===== config.mk =====
export PLATFORM = sky130hd
export DESIGN_NAME = handshake_constant_seq
export DESIGN_NICKNAME = d
export VERILOG_FILES = /design/src/rtl/handshake_pkg.sv /design/src/rtl/handshake_skid_buffer.sv /design/src/rtl/handshake_constant_seq.sv
export SDC_FILE = /design/constraint.sdc
export NUM_CORES = 1
export LEC_CHECK = 0
export ABC_AREA = 1
export ABC_CLOCK_PERIOD_IN_PS = 2700
export CORE_AREA = 4 4 41 43
export CTS_CLUSTER_DIAMETER = 30
export DETAILED_ROUTE_END_ITERATION = 16
export DIE_AREA = 0 0 45 47
export GPL_ROUTABILITY_DRIVEN = 0
export PLACE_DENSITY = 0.75
export SETUP_SLACK_MARGIN = 0.05
export SLEW_MARGIN = 10
export SYNTH_ARGS = -nofsm -noshare
export SYNTH_HDL_FRONTEND = slang
export SYNTH_SLANG_ARGS = --single-unit
export TNS_END_PERCENT = 1

===== constraint.sdc =====
create_clock -name clk -period 2.7 [get_ports clk]
set_clock_uncertainty 0.15 [all_clocks]
set_input_delay 0.81 -clock clk [delete_from_list [all_inputs] [get_ports clk]]
set_output_delay 0.81 -clock clk [all_outputs]
set_load 0.02 [all_outputs]

===== src/rtl/handshake_pkg.sv =====
// Shared definitions for the elastic handshake units: skid-buffer state encoding
// and a constant clog2 helper for sizing counters from parameters.
package handshake_pkg;

  typedef enum logic [1:0] {
    SKID_EMPTY = 2'd0,
    SKID_ONE   = 2'd1,
    SKID_FULL  = 2'd2
  } skid_state_e;

  function automatic int unsigned clog2(input int unsigned v);
    int unsigned r;
    r = 0;
    while ((64'd1 << r) < 64'(v)) r = r + 1;
    return r;
  endfunction

endpackage


===== src/rtl/handshake_skid_buffer.sv =====
// Two-entry skid buffer: in_ready and out_valid both decode the state register only,
// so neither ready nor valid has a combinational path through this block.
module handshake_skid_buffer
  import handshake_pkg::*;
#(
  parameter int unsigned DATA_WIDTH = 32
) (
  input  logic                  clk,
  input  logic                  rst,
  input  logic                  in_valid,
  output logic                  in_ready,
  input  logic [DATA_WIDTH-1:0] in_data,
  output logic                  out_valid,
  input  logic                  out_ready,
  output logic [DATA_WIDTH-1:0] out_data,
  output skid_state_e           dbg_state
);

  skid_state_e           state_q, state_d;
  logic [DATA_WIDTH-1:0] main_q, main_d;
  logic [DATA_WIDTH-1:0] skid_q, skid_d;
  logic                  acc, pop;

  // A transfer on either side happens when valid and ready are both high at the rising edge.
  assign in_ready  = (state_q != SKID_FULL);
  assign out_valid = (state_q != SKID_EMPTY);
  assign out_data  = main_q;
  assign dbg_state = state_q;
  assign acc       = in_valid & in_ready;
  assign pop       = out_valid & out_ready;

  always_comb begin
    state_d = state_q;
    main_d  = main_q;
    skid_d  = skid_q;
    case (state_q)
      SKID_EMPTY: begin
        if (acc) begin
          state_d = SKID_ONE;
          main_d  = in_data;
        end
      end
      SKID_ONE: begin
        if (acc && pop) begin
          main_d = in_data;
        end else if (acc) begin
          state_d = SKID_FULL;
          skid_d  = in_data;
        end else if (pop) begin
          state_d = SKID_EMPTY;
        end
      end
      SKID_FULL: begin
        if (pop) begin
          state_d = SKID_ONE;
          main_d  = skid_q;
        end
      end
      default: state_d = SKID_EMPTY;
    endcase
  end

  always_ff @(posedge clk or negedge rst) begin
    if (!rst) begin
      state_q <= SKID_EMPTY;
      main_q  <= '0;
      skid_q  <= '0;
    end else begin
      state_q <= state_d;
      main_q  <= main_d;
      skid_q  <= skid_d;
    end
  end

endmodule


===== src/rtl/handshake_constant_seq.sv =====
// Constant / arithmetic-sequence source: one value per control token, registered through a
// skid buffer. Define HANDSHAKE_CONSTANT_SEQ_TOKEN_COUNT_EN to add the tok_count port.
module handshake_constant_seq
  import handshake_pkg::*;
#(
  parameter int unsigned DATA_WIDTH = 32,
  parameter int unsigned VALUE      = 0,
  parameter int unsigned STEP       = 0,
  parameter int unsigned WRAP_COUNT = 0
) (
  input  logic                  clk,
  input  logic                  rst,
  input  logic                  ctrl_valid,
  output logic                  ctrl_ready,
  input  logic                  seq_restart,
  output logic [DATA_WIDTH-1:0] outs,
  output logic                  outs_valid,
  input  logic                  outs_ready
`ifdef HANDSHAKE_CONSTANT_SEQ_TOKEN_COUNT_EN
  ,
  output logic [31:0]           tok_count
`endif
);

  localparam int unsigned IDX_W = (clog2(WRAP_COUNT) < 1) ? 1 : clog2(WRAP_COUNT);
  localparam logic [DATA_WIDTH-1:0] VALUE_T  = DATA_WIDTH'(VALUE);
  localparam logic [DATA_WIDTH-1:0] STEP_T   = DATA_WIDTH'(STEP);
  localparam logic [IDX_W-1:0]      IDX_LAST = IDX_W'((WRAP_COUNT == 0) ? 0 : WRAP_COUNT - 1);

  logic [DATA_WIDTH-1:0] cur_q, cur_d;
  logic [IDX_W-1:0]      idx_q, idx_d;
  logic                  acc;
  logic                  buf_in_ready;
  skid_state_e           buf_state;

  // Ready is decoded directly from the buffer state register; buf_in_ready carries the same decode.
  assign ctrl_ready = (buf_state != SKID_FULL);
  assign acc        = ctrl_valid & buf_in_ready;

  // Restart wins over advance; an accepted token still carries the pre-restart cur.
  always_comb begin
    cur_d = cur_q;
    idx_d = idx_q;
    if (seq_restart) begin
      cur_d = VALUE_T;
      idx_d = '0;
    end else if (acc) begin
      if ((WRAP_COUNT != 0) && (idx_q == IDX_LAST)) begin
        cur_d = VALUE_T;
        idx_d = '0;
      end else begin
        cur_d = cur_q + STEP_T;
        idx_d = idx_q + 1'b1;
      end
    end
  end

  always_ff @(posedge clk or negedge rst) begin
    if (!rst) begin
      cur_q <= VALUE_T;
      idx_q <= '0;
    end else begin
      cur_q <= cur_d;
      idx_q <= idx_d;
    end
  end

  handshake_skid_buffer #(
    .DATA_WIDTH(DATA_WIDTH)
  ) u_skid (
    .clk      (clk),
    .rst      (rst),
    .in_valid (ctrl_valid),
    .in_ready (buf_in_ready),
    .in_data  (cur_q),
    .out_valid(outs_valid),
    .out_ready(outs_ready),
    .out_data (outs),
    .dbg_state(buf_state)
  );

`ifdef HANDSHAKE_CONSTANT_SEQ_TOKEN_COUNT_EN
  logic [31:0] tok_q, tok_d;

  always_comb begin
    tok_d = tok_q;
    if (acc && (tok_q != 32'hFFFF_FFFF)) tok_d = tok_q + 32'd1;
  end

  always_ff @(posedge clk or negedge rst) begin
    if (!rst) tok_q <= 32'd0;
    else      tok_q <= tok_d;
  end

  assign tok_count = tok_q;
`endif

endmodule


==> run_results.csv <==
group,metric,value,unit
cells_and_area,diodes,0,
cts,cts_made_buffers,3,
synth,synthTopCellsByArea,"buf_4, dfrtp_1, nor2_1, nand2_2, nand2_1",
grt,grt_max_degree,5,
flow_run,cap_violations,0,
synth,synth_area_leader_cell,"buf_4",
detailed_routing,drt-pass1-iter-count,2,
critical_path,arrival,1320,ps
floorplanning,fp.dieW,45,um
placed_design,portBuffers,5,
cells_and_area,area_growth,-9.12,%
cts,cts.sinks,2,
critical_path,rrSetupSlack,1720,ps
critical_path,cp_slowest_stage_delay,600,ps
critical_path,r2r_start,"u_skid.dbg_state[1]$_DFFE_PN0P_",
sta,hold_violations,0,
synth,netlist-cell-type-count,9,
critical_path,crit_path_top_delay_cell,"clkdlybuf4s50_1",
critical_path,start_kind,"flip-flop",
cells_and_area,fin_nets,64,
min_path,holdCritPathClass,"flip-flop to flip-flop",
cts,clk_pin_slew,30,ps
pwr,leakage,0.204,nW
synth,yosysTopAreaCellShare,0.674,
detailed_routing,viasPerCell,2.82,
synth,ys_seq_area_frac,0.140,
sta,setup-tns-final,0,ps
detailed_routing,postRouteAntennaNets,0,
grt,gr-total-overflow,0,
sta,setup_viol,0,
critical_path,cp.required,1740,ps
cts,cts_resized,0,
detailed_routing,dr.first_iter.drc_count,1,
floorplanning,dieArea,2120,um^2
cts,clock_latency,220,ps
cts,post-cts-setup-buffer-count,0,
sta,slew_viol_final,0,
synth,yosys_warnings,0,
synth,synth.avg_cell_area,7.13,um^2
critical_path,crit_chain,"inv_1, nand2_1, clkdlybuf4s50_1",
floorplanning,coreArea,1300,um^2
synth,synth_cells,50,
grt,grt_pass1_wl,517,um
synth,syn-cell-area,357,um^2
grt,gr-usage-all-layers,0.0395,
floorplanning,rows,13,
sta,period_share,0.846,
placed_design,hpwl,421,um
cts,root_buffer,"clkbuf_4",
critical_path,r2r-end,"u_skid.dbg_state[0]$_DFFE_PN0P_",
critical_path,worstPathMaxFanout,3,
cells_and_area,drive_gt1_frac,0.105,
floorplanning,die_y,47,um
cells_and_area,largest_reg_flops,2,
critical_path,reg2reg_depth,5,
pwr,ir_drop,0.000128,V
critical_path,critical_path_class,"flip-flop to primary output",
sta,fin_crit,2280,ps
min_path,hp-start,"u_skid.dbg_state[0]$_DFFE_PN0P_",
grt,first_global_vias,155,
pwr,p_per_area,737,nW/um^2
sta,rsz0062_at_grt,"false",
cts,cts_hold_buf,0,
detailed_routing,routed_wl,476,um
cts,cts_tree,"built",
cts,cts_max_level,1,
cts,ctsLongestPathBuffers,2,
min_path,min_path_cells,1,
floorplanning,start_util,0.274,
cells_and_area,fin_cells,72,
detailed_routing,drc_errors,0,
synth,synth-seq-cells,2,
min_path,hold_end,"u_skid.dbg_state[1]$_DFFE_PN0P_",
placed_design,dp_cells,69,
floorplanning,io_pins,39,
sta,max_freq,438,MHz
critical_path,worstSetupEndpointType,"primary output",
detailed_routing,wl_per_cell,6.61,um
status,status,"finished, final reports clean",
detailed_routing,via_count,203,
grt,antenna_found_initial,0,
## layer usage
layer,GRT usage,wire [um],share of wire,vias to the layer above
li1,-,-,-,97
met1,0.0227,107,0.22,86
met2,0.0537,254,0.53,20
met3,0.0307,114,0.24,0
met4,0.0760,0,0,0
met5,0,0,0,-
## critical path, delay by kind of cell, from the launching register on
family / cells / cell delay (ps)
DFF: 1 / 350
buffers and inverters: 2 / 670
and+or+nand+nor: 1 / 80
## Yosys cell counts, drive strengths merged
cell / n
buf: 32
nor2: 6
nand2: 5
inv: 3
dfrtp: 2
a21oi: 1
conb: 1
## cells by family (layout without fill, tap and decap cells)
logic type             count (synthesis)  after routing  share of synthesized area
buffers and inverters                 35             11                      0.705
other                                  1             32                     0.0105
flip-flops                             2              2                      0.140
AO/OA/AOI/OAI                          1              1                     0.0140
AND/OR/NAND/NOR                       11             11                      0.130
## layout by cell type (no fill, tap or decap)
| cell type | count |
|---|---|
| nand2_2 | 2 |
| inv_1 | 2 |
| nand2_1 | 3 |
| conb_1 | 32 |
| dfrtp_1 | 2 |
| inv_2 | 1 |
| clkbuf_4 | 3 |
| clkdlybuf4s50_1 | 5 |
| nor2_1 | 6 |
| a21oi_1 | 1 |
## metrics by stage
| stage | area [um^2] | setup WS, ps | power [mW] | hold WS (ps) | utilization |
|---|---|---|---|---|---|
| after floorplan | 473 | 1150 | 0.177 | 288 | - |
| after global placement | 302 | 661 | 0.171 | 303 | 0.232 |
| after detailed placement | 302 | 636 | 0.175 | 318 | 0.232 |
| after CTS | 324 | 396 | 0.244 | 322 | 0.249 |
| after global routing | 324 | 336 | 0.262 | 364 | 0.249 |
| final | 324 | 416 | 0.239 | 317 | 0.249 |
## final cells by class
class	count	area, um^2
fillers	154	977
multi-input cells	44	171
flip-flops and latches	2	50.0
repair buffers	5	50.0
clock buffers	3	22.5
well taps	15	18.8
inverters	3	11.3
## power breakdown
part	switching (mW)	internal, mW
clock	0.0153	0.0489
combinational	0.0853	0.0381
sequential	0.00998	0.0414
total	0.111	0.128
## worst max path at each step
| stage | start | endpoint |
|---|---|---|
| after global placement | u_skid.dbg_state[1]$_DFFE_PN0P_ | ctrl_ready |
| after CTS | u_skid.dbg_state[0]$_DFFE_PN0P_ | ctrl_ready |
| after detailed placement | u_skid.dbg_state[0]$_DFFE_PN0P_ | ctrl_ready |
| after global routing | u_skid.dbg_state[0]$_DFFE_PN0P_ | outs_valid |
| after floorplan | u_skid.dbg_state[0]$_DFFE_PN0P_ | ctrl_ready |
| final | u_skid.dbg_state[0]$_DFFE_PN0P_ | ctrl_ready |
Note: power is estimated with default switching activity, not from simulation.
